[src/rtl/pong_vga_pkg.sv]
// pong_vga_pkg: shared 640x480@60 timing constants, colour constants,
// pixel-source encoding and object hit-test helper for the Pong renderer.
package pong_vga_pkg;

  localparam int unsigned H_ACTIVE = 640;
  localparam int unsigned H_FP     = 16;
  localparam int unsigned H_SYNC   = 96;
  localparam int unsigned H_BP     = 48;
  localparam int unsigned H_TOTAL  = H_ACTIVE + H_FP + H_SYNC + H_BP;

  localparam int unsigned V_ACTIVE = 480;
  localparam int unsigned V_FP     = 10;
  localparam int unsigned V_SYNC   = 2;
  localparam int unsigned V_BP     = 33;
  localparam int unsigned V_TOTAL  = V_ACTIVE + V_FP + V_SYNC + V_BP;

  localparam int unsigned BORDER_W = 4;

  localparam logic [2:0] COL_BALL   = 3'b111;
  localparam logic [2:0] COL_P1     = 3'b010;
  localparam logic [2:0] COL_P2     = 3'b001;
  localparam logic [2:0] COL_BORDER = 3'b111;
  localparam logic [2:0] COL_BG     = 3'b000;

  typedef enum logic [2:0] {
    SRC_BG,
    SRC_BORDER,
    SRC_P2,
    SRC_P1,
    SRC_BALL
  } pix_src_e;

  typedef struct packed {
    logic [9:0] x;
    logic [9:0] y;
  } pos_t;

  // Rectangle hit test; sums are 11 bits wide so objects near 1023 never wrap to 0.
  function automatic logic in_box(input logic [9:0] h, input logic [9:0] v,
                                  input pos_t p, input logic [10:0] w,
                                  input logic [10:0] ht);
    logic [10:0] hx, vx, x0, y0;
    hx = {1'b0, h};
    vx = {1'b0, v};
    x0 = {1'b0, p.x};
    y0 = {1'b0, p.y};
    return (hx >= x0) && (hx < x0 + w) && (vx >= y0) && (vx < y0 + ht);
  endfunction

  function automatic logic [2:0] src_colour(input pix_src_e s);
    case (s)
      SRC_BALL:   return COL_BALL;
      SRC_P1:     return COL_P1;
      SRC_P2:     return COL_P2;
      SRC_BORDER: return COL_BORDER;
      default:    return COL_BG;
    endcase
  endfunction

endpackage

[src/rtl/vga_timing.sv]
// vga_timing: 800x525 pixel/line counters, raw active-low syncs and the
// visible-area flag for 640x480@60.
module vga_timing
  import pong_vga_pkg::*;
(
  input  logic       clk,
  input  logic       rst_n,
  output logic [9:0] h_cnt,
  output logic [9:0] v_cnt,
  output logic       hs_raw,
  output logic       vs_raw,
  output logic       active
);

  localparam logic [9:0] H_LAST     = 10'(H_TOTAL - 1);
  localparam logic [9:0] V_LAST     = 10'(V_TOTAL - 1);
  localparam logic [9:0] HS_START   = 10'(H_ACTIVE + H_FP);
  localparam logic [9:0] HS_END     = 10'(H_ACTIVE + H_FP + H_SYNC);
  localparam logic [9:0] VS_START   = 10'(V_ACTIVE + V_FP);
  localparam logic [9:0] VS_END     = 10'(V_ACTIVE + V_FP + V_SYNC);
  localparam logic [9:0] H_VIS      = 10'(H_ACTIVE);
  localparam logic [9:0] V_VIS      = 10'(V_ACTIVE);

  // Pixel counter wraps at end of line and advances the line counter.
  always_ff @(posedge clk or negedge rst_n) begin
    if (!rst_n) begin
      h_cnt <= '0;
      v_cnt <= '0;
    end else if (h_cnt == H_LAST) begin
      h_cnt <= '0;
      v_cnt <= (v_cnt == V_LAST) ? '0 : v_cnt + 10'd1;
    end else begin
      h_cnt <= h_cnt + 10'd1;
    end
  end

  // Raw syncs and visible-area flag decoded from the current counters.
  always_comb begin
    hs_raw = !((h_cnt >= HS_START) && (h_cnt < HS_END));
    vs_raw = !((v_cnt >= VS_START) && (v_cnt < VS_END));
    active = (h_cnt < H_VIS) && (v_cnt < V_VIS);
  end

endmodule

[src/rtl/pong_vga_render.sv]
// pong_vga_render: Pong frame renderer. Latches ball/paddle positions once per
// frame, drives the processor busy handshake and produces registered VGA
// syncs and 3-bit colour. Define PONG_VGA_BORDER_EN to draw a 4-pixel border.
module pong_vga_render
  import pong_vga_pkg::*;
#(
  parameter int unsigned BALL_SIZE = 8,
  parameter int unsigned PAD_W     = 8,
  parameter int unsigned PAD_H     = 48
) (
  input  logic       clk_clk,
  input  logic       reset_reset_n,
  input  logic [9:0] bx_in,
  input  logic [9:0] by_in,
  input  logic [9:0] p1x_in,
  input  logic [9:0] p1y_in,
  input  logic [9:0] p2x_in,
  input  logic [9:0] p2y_in,
  output logic       busy_out,
  output logic       vga_hs,
  output logic       vga_vs,
  output logic [2:0] vga_rgb
);

  localparam logic [10:0] BALL_E = 11'(BALL_SIZE);
  localparam logic [10:0] PAD_WE = 11'(PAD_W);
  localparam logic [10:0] PAD_HE = 11'(PAD_H);
  localparam logic [9:0]  BW_LO  = 10'(BORDER_W);
  localparam logic [9:0]  BW_HR  = 10'(H_ACTIVE - BORDER_W);
  localparam logic [9:0]  BW_VB  = 10'(V_ACTIVE - BORDER_W);

  logic [9:0] h_cnt, v_cnt;
  logic       hs_raw, vs_raw, active;
  logic       frame_end, border_en, border_hit;
  pos_t       ball_s, pad1_s, pad2_s;
  pix_src_e   src;

  vga_timing u_timing (
    .clk    (clk_clk),
    .rst_n  (reset_reset_n),
    .h_cnt  (h_cnt),
    .v_cnt  (v_cnt),
    .hs_raw (hs_raw),
    .vs_raw (vs_raw),
    .active (active)
  );

  assign frame_end = (h_cnt == 10'(H_TOTAL - 1)) && (v_cnt == 10'(V_TOTAL - 1));

`ifdef PONG_VGA_BORDER_EN
  assign border_en = 1'b1;
`else
  assign border_en = 1'b0;
`endif

  // Positions are sampled only at the last pixel of the frame so a whole frame renders from one snapshot.
  always_ff @(posedge clk_clk or negedge reset_reset_n) begin
    if (!reset_reset_n) begin
      ball_s <= '0;
      pad1_s <= '0;
      pad2_s <= '0;
    end else if (frame_end) begin
      ball_s.x <= bx_in;
      ball_s.y <= by_in;
      pad1_s.x <= p1x_in;
      pad1_s.y <= p1y_in;
      pad2_s.x <= p2x_in;
      pad2_s.y <= p2y_in;
    end
  end

  // Select the highest-priority object covering the current pixel.
  always_comb begin
    border_hit = border_en &&
                 ((h_cnt < BW_LO) || (h_cnt >= BW_HR) || (v_cnt < BW_LO) || (v_cnt >= BW_VB));
    src = SRC_BG;
    if (active) begin
      if (in_box(h_cnt, v_cnt, ball_s, BALL_E, BALL_E))
        src = SRC_BALL;
      else if (in_box(h_cnt, v_cnt, pad1_s, PAD_WE, PAD_HE))
        src = SRC_P1;
      else if (in_box(h_cnt, v_cnt, pad2_s, PAD_WE, PAD_HE))
        src = SRC_P2;
      else if (border_hit)
        src = SRC_BORDER;
    end
  end

  // Output stage: one-cycle registered syncs, colour and busy handshake.
  always_ff @(posedge clk_clk or negedge reset_reset_n) begin
    if (!reset_reset_n) begin
      vga_hs   <= 1'b1;
      vga_vs   <= 1'b1;
      vga_rgb  <= '0;
      busy_out <= 1'b1;
    end else begin
      vga_hs   <= hs_raw;
      vga_vs   <= vs_raw;
      vga_rgb  <= src_colour(src);
      busy_out <= (v_cnt < 10'(V_ACTIVE)) || (v_cnt == 10'(V_TOTAL - 1));
    end
  end

endmodule

[config.mk]
export PLATFORM = sky130hd
export DESIGN_NAME = pong_vga_render
export DESIGN_NICKNAME = d
export VERILOG_FILES = /design/src/rtl/pong_vga_pkg.sv /design/src/rtl/vga_timing.sv /design/src/rtl/pong_vga_render.sv
export SDC_FILE = /design/constraint.sdc
export NUM_CORES = 1
export LEC_CHECK = 0
export ABC_AREA = 1
export CORE_MARGIN = 3
export CORE_UTILIZATION = 35
export CTS_CLUSTER_SIZE = 28
export DETAILED_ROUTE_END_ITERATION = 8
export PLACE_DENSITY = 0.65
export SETUP_SLACK_MARGIN = 0.15
export SKIP_LAST_GASP = 1
export SLEW_MARGIN = 20
export SYNTH_ARGS = -nofsm -noshare
export SYNTH_HDL_FRONTEND = slang
export SYNTH_SLANG_ARGS = --single-unit
[constraint.sdc]
create_clock -name clk_clk -period 4.65 [get_ports clk_clk]
set_input_delay 1.395 -clock clk_clk [delete_from_list [all_inputs] [get_ports clk_clk]]
set_output_delay 1.395 -clock clk_clk [all_outputs]
set_load 0.05 [all_outputs]
-- Word-level counts from Yosys, hierarchy flattened
Index checks and enable logic that the tools add are counted.
W data, S select, Z words.
- register bits after elaboration: 86
- input port bits: 62
- output and inout port bits: 6
- logic and storage cells: 68
- add/subtract/negate cells: 8
- order comparisons: 18
- eq/ne operators: 6
- muxes and demuxes: 7
- reduce and logical (&&, ||, !) cells: 17
- operator list (cell ; count):
    $lt A10 B11 Y1 ; 6
    $ge A10 B10 Y1 ; 6
    $add A10 B4 Y11 const B ; 4
    $add A10 B6 Y11 const B ; 2
    $add A10 B1 Y10 const B ; 2
    $eq A10 B10 Y1 const B ; 2
    $lt A10 B10 Y1 const B ; 2
    $lt A10 B9 Y1 const B ; 2
    $mux W10 ; 2
    $logic_and A1 B1 Y1 ; 13
    $ge A10 B10 Y1 const B ; 1
    $ge A10 B9 Y1 const B ; 1
    $pmux W3 S3 ; 1
    $eq A3 B2 Y1 const B ; 2
    $mux W3 ; 2
    $mux W2 ; 2
    $eq A3 B1 Y1 const B ; 1
    $eq A3 B3 Y1 const B ; 1
    $logic_not A1 Y1 ; 2
    $reduce_or A2 Y1 ; 1
    $logic_or A1 B1 Y1 ; 1

-- Depth between registers and ports, before layout
Gate-level depths: netlist (run 1).
- depth after elaboration: 12
- gate-level depth with buffers: 15
- gate-level depth less buffers: 15

-- Hierarchy
From an unflattened synthesis (run 1), not the netlist that was laid out.
- cell total of the unflattened synthesis: 969
- area total of the unflattened synthesis: 7118.1 um2
- by module, submodules not included (module ; times used ; cells each ; area each (um2) ; sequential area each (um2)):
    pong_vga_render ; 1 ; 820 ; 5939.4 ; 1655.3
    vga_timing ; 1 ; 149 ; 1178.6 ; 500.5

-- Worst setup path before layout (run 1)
OpenSTA, ideal clock, no wires.
- path type: register -> output
- from: register busy_out
- to: output busy_out
- arrival: 656 ps
- data required time: 3255 ps
- setup slack: 2599 ps
- cell stages (with the launch flop): 1
- buffers on the path: 0
- cells stage by stage: dfstp_2
- RTL lines (what ; RTL line ; source):
    start: declaration ; pong_vga_render.sv:19 ; output logic busy_out,
    start signal: assignment ; pong_vga_render.sv:100 ; busy_out <= (v_cnt < 10'(V_ACTIVE)) || (v_cnt == 10'(V_TOTAL - 1));
No word-level cell between the ends.

-- Final worst setup path (run 1)
- from: register vga_hs
- to: output vga_hs
- RTL lines (what ; RTL line ; source):
    start: declaration ; pong_vga_render.sv:20 ; output logic vga_hs,
    start signal: assignment ; pong_vga_render.sv:97 ; vga_hs <= hs_raw;
No word-level cell between the ends.

==> results of run 1 <==
## cell usage in the layout (no fill, tap or decap), types with 11 or more instances in the layout
| cell | Yosys | routed |
|---|---|---|
| o21ai_0 | 17 | 17 |
| nor2_1 | 56 | 56 |
| xor2_1 | 30 | 30 |
| nand2_1 | 132 | 132 |
| a21o_1 | 11 | 11 |
| nor3_1 | 20 | 20 |
| clkdlybuf4s50_1 | 0 | 66 |
| ha_1 | 111 | 111 |
| dfrtp_1 | 83 | 83 |
| nand3_1 | 42 | 42 |
| a21oi_1 | 39 | 39 |
| mux2_4 | 57 | 57 |
| inv_1 | 120 | 120 |
## synthesized netlist by cell type
library cell  instances
o21ai_0              17
dfrtp_1              83
nand3b_1              1
o21a_1                4
nor2_1               56
xnor2_1               5
and3b_1               1
nand3_4               1
nand2_2               1
and3_1                2
nor3b_1               4
or2_2                 2
nand4_1               6
nor2_8                1
clkinv_1              1
nor3_1               20
o21bai_1              3
mux2i_1               1
mux2_4               57
nor4_2                1
nand3_2               2
buf_12                6
inv_1               120
nor3_2                1
a21o_1               11
mux2_2                3
nand3_1              42
ha_1                111
nand2_1             132
nor4_1                2
xor2_1               30
a21oi_1              39
o211ai_1              2
a211oi_1              1
dfstp_2               3
a2111oi_0             1
## area by class of cell
type | count | share of cell area
Multi-Input combinational cell | 560 | 0.5172
Sequential cell | 86 | 0.2614
Timing Repair Buffer | 71 | 0.08618
Inverter | 121 | 0.05508
Tap cell | 265 | 0.04021
Clock buffer | 9 | 0.02731
Clock inverter | 7 | 0.01259
## power by group
part | leakage [nW] | internal (mW) | switching (mW)
logic | 2.65 | 0.0475 | 0.0230
clock network | 0.155 | 0.479 | 0.338
registers | 1.18 | 0.748 | 0
total | 3.98 | 1.27 | 0.361
## registers in the layout, summed over array words and instances (netlist names)
signal / count
u_timing.h_cnt: 10
ball_s: 20
busy_out: 1
vga_rgb: 3
u_timing.v_cnt: 10
vga_vs: 1
pad1_s: 20
vga_hs: 1
pad2_s: 20
## logic make-up (layout without fill, tap and decap cells)
| family | after synthesis | count (layout) | share of synthesized area |
|---|---|---|---|
| AND/OR/NAND/NOR | 275 | 275 | 0.1749 |
| buffers and inverters | 127 | 208 | 0.08210 |
| adder cells (fa/ha/maj) | 111 | 111 | 0.1985 |
| flip-flops | 86 | 86 | 0.3082 |
| AO/OA/AOI/OAI | 78 | 78 | 0.06385 |
| multiplexers | 61 | 61 | 0.1286 |
| XOR/XNOR | 35 | 35 | 0.04382 |
## routing by layer
metal	global-route usage	vias to the layer above
met2	0.2452	78
met4	0.03821	0
met5	0	-
met1	0.1828	2440
li1	-	2713
met3	0.03832	16
## per-stage QoR
step                cell area (um^2)  instances  hold WS (ps)
floorplan                       6995        773         432.2
global placement                7898       1102         442.8
detailed placement              7898       1102         451.9
CTS                             8227       1118         462.1
global route                    8247       1119         507.8
finish                          8247       1119         458.8
## final timing paths
check,from,end,depth (start not counted)
hold reg to reg,u_timing.h_cnt[0]$_DFF_PN0_,u_timing.h_cnt[0]$_DFF_PN0_,1
min in group asynchronous,reset_reset_n,ball_s[15]$_DFFE_PN0P_,1
setup reg to reg,u_timing.h_cnt[1]$_DFF_PN0_,pad2_s[6]$_DFFE_PN0P_,7
setup / recovery,vga_hs$_DFF_PN1_,vga_hs,1
hold / removal,u_timing.h_cnt[0]$_DFF_PN0_,u_timing.h_cnt[0]$_DFF_PN0_,1
max in group asynchronous,reset_reset_n,u_timing.v_cnt[2]$_DFFE_PN0N_,3
==> metrics.md, run 1 <==
| Metric | Value |
|---|---|
| Status | `finished clean` |
| # setup viols final | `0` |
| Antenna violations before repair | `0` |
| Crit path largest cell delay | `800 ps` |
| Synthesized Nets | `946` |
| DP HPWL | `11.39 mm` |
| Vias in the first global route | `5319` |
| Drt total wl | `14.91 mm` |
| Design Power | `1.634 mW` |
| Syn Area/Cell | `9.050 um^2` |
| Largest net degree at the start of global routing | `77` |
| Final count of pins violating max slew | `0` |
| Via/cell ratio | `4.689` |
| Hold_buf cts | `0` |
| Tcrit/Tclk final | `0.6598` |
| Nets | `1022` |
| Bufs and invs on worst path | `1` |
| Crit-path max FO | `1` |
| Drt drc | `0` |
| Met2 wire len | `7.167 mm` |
| RSZ-0062 raised after global routing | `no` |
| Static Leakage | `3.977 nW` |
| Worst setup EP type | `primary output` |
| Clk Latency, worst-skew pair | `360 ps` |
| Max-Cap Viols | `0` |
| Row Count | `51` |
| Post_cts resized | `0` |
| Synthesis Warnings | `0` |
| Crit path time final | `3068 ps` |
| Peak VDD IR | `182.4 uV` |
| Slowest CP cell | `clkdlybuf4s50_1` |
| Crit path cell chain | `clkdlybuf4s50_1` |
| WS Path Type | `register to primary output` |
| Sequential Area | `2156 um^2` |
| Grt total ovfl | `0` |
| Multi-input logic area | `4265 um^2` |
| ANT nets after route | `0` |
| Fmax | `325.9 MHz` |
| Relative slew margins | `0.4369` |
| Top area cells in the synthesized netlist | `dfrtp_1 30%, ha_1 20%, mux2_4 12%` |
| Cts bufs inserted | `9` |
| H-Tree Depth | `3` |
| M1 wire length | `6.895 mm` |
| Hold Path Class | `register to register` |
| GPL Wtd Cong | `0.8494` |
| Die ar. | `21720 um^2` |
| Via count | `5247` |
| Hold Violations, Final | `0` |
| Total track usage | `0.1443` |
| Number of fill cells in the layout | `1990` |
| FF+latch count, synth | `86` |
| Synth top area share | `0.2969` |
| Post-CTS Setup Repair Bufs | `0` |
| Avg WL per Cell | `13.33 um` |
| CTS Buffer Depth | `2` |
| Worst Path Arrival | `1670 ps` |
| IO Port Bufs | `67` |
| Delay-heaviest family, CP | `buffers and inverters` |
| Cell Pwr Density | `198.2 nW/um^2` |
| Wire length on met3 | `568 um` |
| Uppermost layer routed | `met4` |
| Final Util | `0.4223` |
| First-pass GRT wire length | `25.41 mm` |
| FF-to-FF setup slack | `1910 ps` |
| Worst Path Required | `3250 ps` |
| CTS tree | `done` |
| Pre-CTS setup slack | `1904 ps` |
| Share of the yosys chip area belonging to registers | `0.3082` |
| Clk slew on worst S/H paths | `70 ps` |
| Skew final | `7.703 ps` |
| I/O Pins | `68` |
| Synthesized cell area | `6995 um^2` |
| Measured slew at the worst slew-check pin | `838.2 ps` |
| Setup TNS | `0 ps` |
| Die W | `147.4 um` |
| TritonCTS Sinks | `86` |
| Worst setup SP type | `register` |
| Clock root cell | `clkbuf_16` |
| Synth cell types | `36` |
| # diodes | `0` |
| Slack of the critical path | `1582 ps` |
| Core Region | `19530 um^2` |
| Pre-antenna DRT Iters | `4` |
| Share of layout cells above drive strength 1 | `0.1089` |
| Cell count after synthesis | `773` |
| Die Height | `147.4 um` |
| 1st-iter DRT viols | `230` |
| Initial Util | `0.3583` |
| Yosys top cell by area | `dfrtp_1` |
| Area Growth Syn to Fin | `17.89%` |
Note: power is estimated with default switching activity, not from simulation.
==> inputs of run 2 (changes only) <==
==> constraint.sdc (replaced) <==
create_clock -name clk_clk -period 3.1 [get_ports clk_clk]
set_input_delay 0.93 -clock clk_clk [delete_from_list [all_inputs] [get_ports clk_clk]]
set_output_delay 0.93 -clock clk_clk [all_outputs]
set_load 0.05 [all_outputs]
==> metrics.md, run 2 (same netlist as run 1, synthesis figures left out) <==
| Metric | Value |
|---|---|
| CTS tree | `done (unchanged)` |
| Vias in the first global route | `5133 (was 5319)` |
| Worst setup SP type | `register (unchanged)` |
| First-pass GRT wire length | `24.61 mm (was 25.41 mm)` |
| Delay-heaviest family, CP | `buffers and inverters (unchanged)` |
| GPL Wtd Cong | `0.8578 (was 0.8494)` |
| Via/cell ratio | `4.670 (was 4.689)` |
| Hold Violations, Final | `0 (unchanged)` |
| IO Port Bufs | `67 (unchanged)` |
| Worst Path Arrival | `1670 ps (about the same)` |
| Avg WL per Cell | `13.06 um (was 13.33 um)` |
| DP HPWL | `11.26 mm (was 11.39 mm)` |
| Post-CTS Setup Repair Bufs | `0 (unchanged)` |
| Hold Path Class | `register to register (unchanged)` |
| Post_cts resized | `0 (unchanged)` |
| Die Height | `147.4 um (unchanged)` |
| CTS Buffer Depth | `2 (unchanged)` |
| Nets | `1021 (was 1022)` |
| Slowest CP cell | `clkdlybuf4s50_1 (unchanged)` |
| WS Path Type | `register to primary output (unchanged)` |
| Row Count | `51 (unchanged)` |
| Core Region | `19530 um^2 (unchanged)` |
| Tcrit/Tclk final | `0.8372` |
| Measured slew at the worst slew-check pin | `838.2 ps (about the same)` |
| Commonest non-fill, non-tap cells in the layout | `132 x nand2_1, 120 x inv_1, 111 x ha_1 (unchanged)` |
| Hold Path Origin | `u_timing.h_cnt[0]$_DFF_PN0_ (unchanged)` |
| Crit path time final | `2595 ps` |
| Final count of pins violating max slew | `0 (unchanged)` |
| Clk Latency, worst-skew pair | `350 ps (was 360 ps)` |
| Min-Delay Path Depth | `1 (unchanged)` |
| Antenna violations before repair | `0 (unchanged)` |
| Cts bufs inserted | `9 (unchanged)` |
| 1st-iter DRT viols | `250 (was 230)` |
| Initial Util | `0.3583 (unchanged)` |
| Clk slew on worst S/H paths | `60 ps (was 70 ps)` |
| Skew final | `6.165 ps (was 7.703 ps)` |
| Design Power | `2.300 mW (was 1.634 mW)` |
| Worst r2r src | `ball_s[15]$_DFFE_PN0P_ (was u_timing.h_cnt[1]$_DFF_PN0_)` |
| Grt total ovfl | `0 (unchanged)` |
| Worst setup EP type | `primary output (unchanged)` |
| Min-Delay Endpoint | `u_timing.h_cnt[0]$_DFF_PN0_ (unchanged)` |
| Crit path largest cell delay | `800 ps (about the same)` |
| ANT nets after route | `0 (unchanged)` |
| Number of fill cells in the layout | `1968 (was 1990)` |
| Pre-antenna DRT Iters | `5 (was 4)` |
| Relative slew margins | `0.4365 (was 0.4369)` |
| Via count | `5221 (was 5247)` |
| Crit-path max FO | `1 (unchanged)` |
| # diodes | `0 (unchanged)` |
| I/O Pins | `68 (unchanged)` |
| Peak VDD IR | `289.8 uV (was 182.4 uV)` |
| Fmax | `385.3 MHz` |
| # setup viols final | `0 (unchanged)` |
| Largest regs | `ball_s x20, pad1_s x20, pad2_s x20 (unchanged)` |
| Total track usage | `0.1394 (was 0.1443)` |
| Largest net degree at the start of global routing | `64 (was 77)` |
| H-Tree Depth | `3 (unchanged)` |
| Status | `finished clean (unchanged)` |
| FF-to-FF setup slack | `770 ps (was 1910 ps)` |
| Clock root cell | `clkbuf_16 (unchanged)` |
| Static Leakage | `3.957 nW (was 3.977 nW)` |
| Hold_buf cts | `0 (unchanged)` |
| RR Endpoint | `vga_rgb[0]$_DFF_PN0_ (was pad2_s[6]$_DFFE_PN0P_)` |
| Setup TNS | `0 ps (unchanged)` |
| TritonCTS Sinks | `86 (unchanged)` |
| Drt total wl | `14.60 mm (was 14.91 mm)` |
| Max-Cap Viols | `0 (unchanged)` |
| Reg2reg path depth | `12 (was 7)` |
| Cell Pwr Density | `280.3 nW/um^2 (was 198.2 nW/um^2)` |
| Area Growth Syn to Fin | `17.31% (was 17.89%)` |
| Share of layout cells above drive strength 1 | `0.1043 (was 0.1089)` |
| Bufs and invs on worst path | `1 (unchanged)` |
| Final Util | `0.4203 (was 0.4223)` |
| Worst Path Required | `2170 ps (was 3250 ps)` |
| Drt drc | `0 (unchanged)` |
| RSZ-0062 raised after global routing | `no (unchanged)` |
| Die W | `147.4 um (unchanged)` |
| Crit path cell chain | `clkdlybuf4s50_1 (unchanged)` |
| Die ar. | `21720 um^2 (unchanged)` |
| Commonest non-fill, non-tap cell in the layout | `nand2_1 (unchanged)` |
## run 2: cell types whose count changed in the layout (fill, tap and decap cells not counted), sizes merged
cell      before  now
buf            5    4
bufinv         2    1
clkbuf         9   12
clkinv         1    3
clkinvlp       2    1
inv          123  120
## run 2: metal layers
layer,GRT usage,part of all wire,wire (um),vias to the layer above
met5,0,0,0,-
met4,0.04240,0.016,240,0
met3,0.02790,0.040,582,16
met2,0.2362,0.47,6907,92
met1,0.1807,0.47,6871,2402
li1,-,-,-,2711
## run 2: worst max path at each step
stage,from,endpoint,slack [ps],cells after the start
5_1_grt,vga_hs$_DFF_PN1_,vga_hs,470,1
2_1_floorplan,ball_s[15]$_DFFE_PN0P_,vga_rgb[0]$_DFF_PN0_,1110,12
3_3_place_gp,u_timing.v_cnt[0]$_DFFE_PN0N_,pad1_s[16]$_DFFE_PN0P_,850,8
3_5_place_dp,ball_s[15]$_DFFE_PN0P_,vga_rgb[1]$_DFF_PN0_,780,12
6_report,vga_hs$_DFF_PN1_,vga_hs,500,1
4_1_cts,vga_hs$_DFF_PN1_,vga_hs,480,1
## run 2: stage by stage
stage / instances / setup slack (ps) / hold slack, ps / cell area [um^2]
3_5_place_dp: 1102 / 781.5 / 460.3 / 7923
5_1_grt: 1118 / 471.3 / 487.2 / 8207
3_3_place_gp: 1102 / 848.1 / 460.2 / 7923
2_1_floorplan: 773 / 1110 / 432.2 / 6995
6_report: 1118 / 504.7 / 469.4 / 8207
4_1_cts: 1118 / 484.8 / 469.7 / 8207
## run 2: power breakdown
part / switching [mW] / total (mW) / internal, mW / leakage [nW]
clock network: 0.451 / 1.07 / 0.623 / 0.137
logic: 0.0341 / 0.105 / 0.0705 / 2.64
registers: 0 / 1.12 / 1.12 / 1.18
## run 2: area by class of cell
cell class,instances,area [um^2],area share
clock buffer,12,236.5,0.02882
clock inverter,4,47.55,0.005794
inverter,121,454.2,0.05534
multi-input combinational,560,4265,0.5197
sequential,86,2156,0.2627
tap,265,331.6,0.04040
timing repair buffer,70,715.7,0.08721
==> inputs of run 3 (changes only) <==
--- a/config.mk
+++ b/config.mk
@@ -10,7 +10,7 @@
 export CORE_UTILIZATION = 35
 export CTS_CLUSTER_SIZE = 28
 export DETAILED_ROUTE_END_ITERATION = 8
-export PLACE_DENSITY = 0.65
+export PLACE_DENSITY = 0.67
 export SETUP_SLACK_MARGIN = 0.15
 export SKIP_LAST_GASP = 1
 export SLEW_MARGIN = 20
==> constraint.sdc (replaced) <==
create_clock -name clk_clk -period 2.1 [get_ports clk_clk]
set_input_delay 0.63 -clock clk_clk [delete_from_list [all_inputs] [get_ports clk_clk]]
set_output_delay 0.63 -clock clk_clk [all_outputs]
set_load 0.05 [all_outputs]
==> metrics.md, run 3 (same netlist as run 1, synthesis figures left out) <==
| Metric | Value |
|---|---|
| Via count | `5496 (was 5221)` |
| Crit path from | `pad1_s[5]$_DFFE_PN0P_ (was vga_hs$_DFF_PN1_)` |
| Largest net degree at the start of global routing | `87 (was 64)` |
| Row Count | `51 (unchanged)` |
| Final count of pins violating max slew | `0 (unchanged)` |
| I/O Pins | `68 (unchanged)` |
| Skew final | `10.36 ps (was 6.165 ps)` |
| # diodes | `0 (unchanged)` |
| Hold Path Class | `input port to asynchronous set/reset pin (was register to register)` |
| Die W | `147.4 um (unchanged)` |
| Clk slew on worst S/H paths | `60 ps (about the same)` |
| Worst Path Arrival | `2250 ps (was 1670 ps)` |
| Hold slack | `317.3 ps (was 469.4 ps)` |
| CTS Buffer Depth | `2 (unchanged)` |
| 1st-iter DRT viols | `199 (was 250)` |
| Initial Util | `0.3583 (unchanged)` |
| Static Leakage | `4.395 nW (was 3.957 nW)` |
| Pre-antenna DRT Iters | `4 (was 5)` |
| Avg WL per Cell | `13.55 um (was 13.06 um)` |
| Setup TNS | `0 ps (unchanged)` |
| Commonest non-fill, non-tap cells in the layout | `128 x nand2_1, 111 x inv_1, 105 x ha_1 (was 132 x nand2_1, 120 x inv_1, 111 x ha_1)` |
| Max-Cap Viols | `0 (unchanged)` |
| FF-to-FF setup slack | `100 ps (was 770 ps)` |
| IO Port Bufs | `67 (unchanged)` |
| Antenna violations before repair | `0 (unchanged)` |
| Via/cell ratio | `4.642 (was 4.670)` |
| Commonest non-fill, non-tap cell in the layout | `nand2_1 (unchanged)` |
| H-Tree Depth | `3 (unchanged)` |
| Share of layout cells above drive strength 1 | `0.2242 (was 0.1043)` |
| GPL Wtd Cong | `0.8441 (was 0.8578)` |
| Largest regs | `ball_s x20, pad1_s x20, pad2_s x20 (unchanged)` |
| Cts bufs inserted | `9 (unchanged)` |
| Status | `finished clean (unchanged)` |
| Crit path time final | `2003 ps` |
| Design Power | `3.612 mW (was 2.300 mW)` |
| Vias in the first global route | `5611 (was 5133)` |
| Tcrit/Tclk final | `0.9538` |
| Worst r2r src | `pad1_s[5]$_DFFE_PN0P_ (was ball_s[15]$_DFFE_PN0P_)` |
| Clock root cell | `clkbuf_16 (unchanged)` |
| Clk Latency, worst-skew pair | `360 ps (was 350 ps)` |
| Nets | `1087 (was 1021)` |
| Core Region | `19530 um^2 (unchanged)` |
| RSZ-0062 raised after global routing | `yes (was no)` |
| Peak VDD IR | `383.0 uV (was 289.8 uV)` |
| Grt total ovfl | `0 (unchanged)` |
| Pre-CTS setup slack | `-41.39 ps (was 781.5 ps)` |
| Cell Pwr Density | `399.6 nW/um^2 (was 280.3 nW/um^2)` |
| Worst setup SP type | `register (unchanged)` |
| TritonCTS Sinks | `86 (unchanged)` |
| Drt drc | `0 (unchanged)` |
| ANT nets after route | `0 (unchanged)` |
| Slack of the critical path | `97.01 ps (was 504.7 ps)` |
| Worst Path Required | `2340 ps (was 2170 ps)` |
| Total track usage | `0.1502 (was 0.1394)` |
| Relative slew margins | `0.6506 (was 0.4365)` |
| DP HPWL | `11.83 mm (was 11.26 mm)` |
| Fmax | `499.3 MHz` |
| # setup viols final | `0 (unchanged)` |
| CTS tree | `done (unchanged)` |
| Drt total wl | `16.04 mm (was 14.60 mm)` |
| Hold Violations, Final | `0 (unchanged)` |
| Die ar. | `21720 um^2 (unchanged)` |
| Crit-path max FO | `3 (was 1)` |
| Area Growth Syn to Fin | `29.23% (was 17.31%)` |
| First-pass GRT wire length | `26.52 mm (was 24.61 mm)` |
| Worst setup EP type | `register (was primary output)` |
| Measured slew at the worst slew-check pin | `524.1 ps (was 838.2 ps)` |
| WS Path Type | `register to register (was register to primary output)` |
| Die Height | `147.4 um (unchanged)` |
==> run 3: cell types whose count changed in the layout (fill, tap and decap cells not counted), moves of 6 or more <==
cell             previous run  this run
buf_4                       2        67
clkdlybuf4s50_1            66        60
ha_1                      111       105
inv_1                     120       111
inv_2                       0         9
nand3_1                    42        34
nand3_2                     2         8
nor2_1                     56        46
nor2_4                      0         6
==> run 3: power breakdown <==
part           total, mW  internal [mW]  leakage (nW)  switching, mW
logic              0.155          0.104          3.06         0.0513
clock network       1.80           1.11         0.162          0.693
registers           1.66           1.66          1.18              0
==> run 3: what timing repair did <==
action / in CTS / in global routing
hold buffers: 0 / 0
setup buffers: 18 / 9
cloned: 0 / 3
resized for setup: 32 / 25
pin swaps: 24 / 19
endpoints found under the setup margin: 4 / 63
==> run 3: final cells by class <==
| class | instances | area (um^2) |
|---|---|---|
| fillers | 1913 | 10490 |
| inverters | 121 | 454.2 |
| clock buffers | 11 | 252.7 |
| multi-input cells | 560 | 4466 |
| repair buffers | 136 | 1299 |
| clock inverters | 5 | 81.33 |
| well taps | 265 | 331.6 |
| flip-flops and latches | 86 | 2156 |
==> run 3: critical path, cell delays in order (launching register included) <==
cell     delay, ps
dfrtp_1        400
inv_2          100
ha_4           150
nor2_2          40
xor2_1         150
ha_1           290
a21o_1         160
nand3_1         70
nand2_1         50
inv_1           50
nand2_1         50
nor2_2         160
nand3_1         90
nand2_1         70
nand2_1         50
==> run 3: metal layers <==
layer / GRT usage / part of all wire
met3: 0.02146 / 0.030
met4: 0.05685 / 0.020
met5: 0 / 0
met2: 0.2652 / 0.50
met1: 0.1863 / 0.46
==> run 3: path summary, 6_finish.rpt <==
kind | depth (start not counted) | end
setup / recovery | 14 | vga_rgb[0]$_DFF_PN0_
max in group asynchronous | 2 | ball_s[9]$_DFFE_PN0P_
min in group clk_clk | 1 | u_timing.h_cnt[0]$_DFF_PN0_
hold / removal | 2 | pad1_s[0]$_DFFE_PN0P_
setup reg to reg | 14 | vga_rgb[0]$_DFF_PN0_
hold reg to reg | 1 | u_timing.h_cnt[0]$_DFF_PN0_
==> run 3: through the flow <==
stage / cells / utilization / cell area, um^2
2_1_floorplan: 773 / - / 7000
3_3_place_gp: 1138 / 0.4210 / 8220
3_5_place_dp: 1138 / 0.4210 / 8220
4_1_cts: 1172 / 0.4500 / 8786
5_1_grt: 1184 / 0.4630 / 9040
6_report: 1184 / 0.4630 / 9040
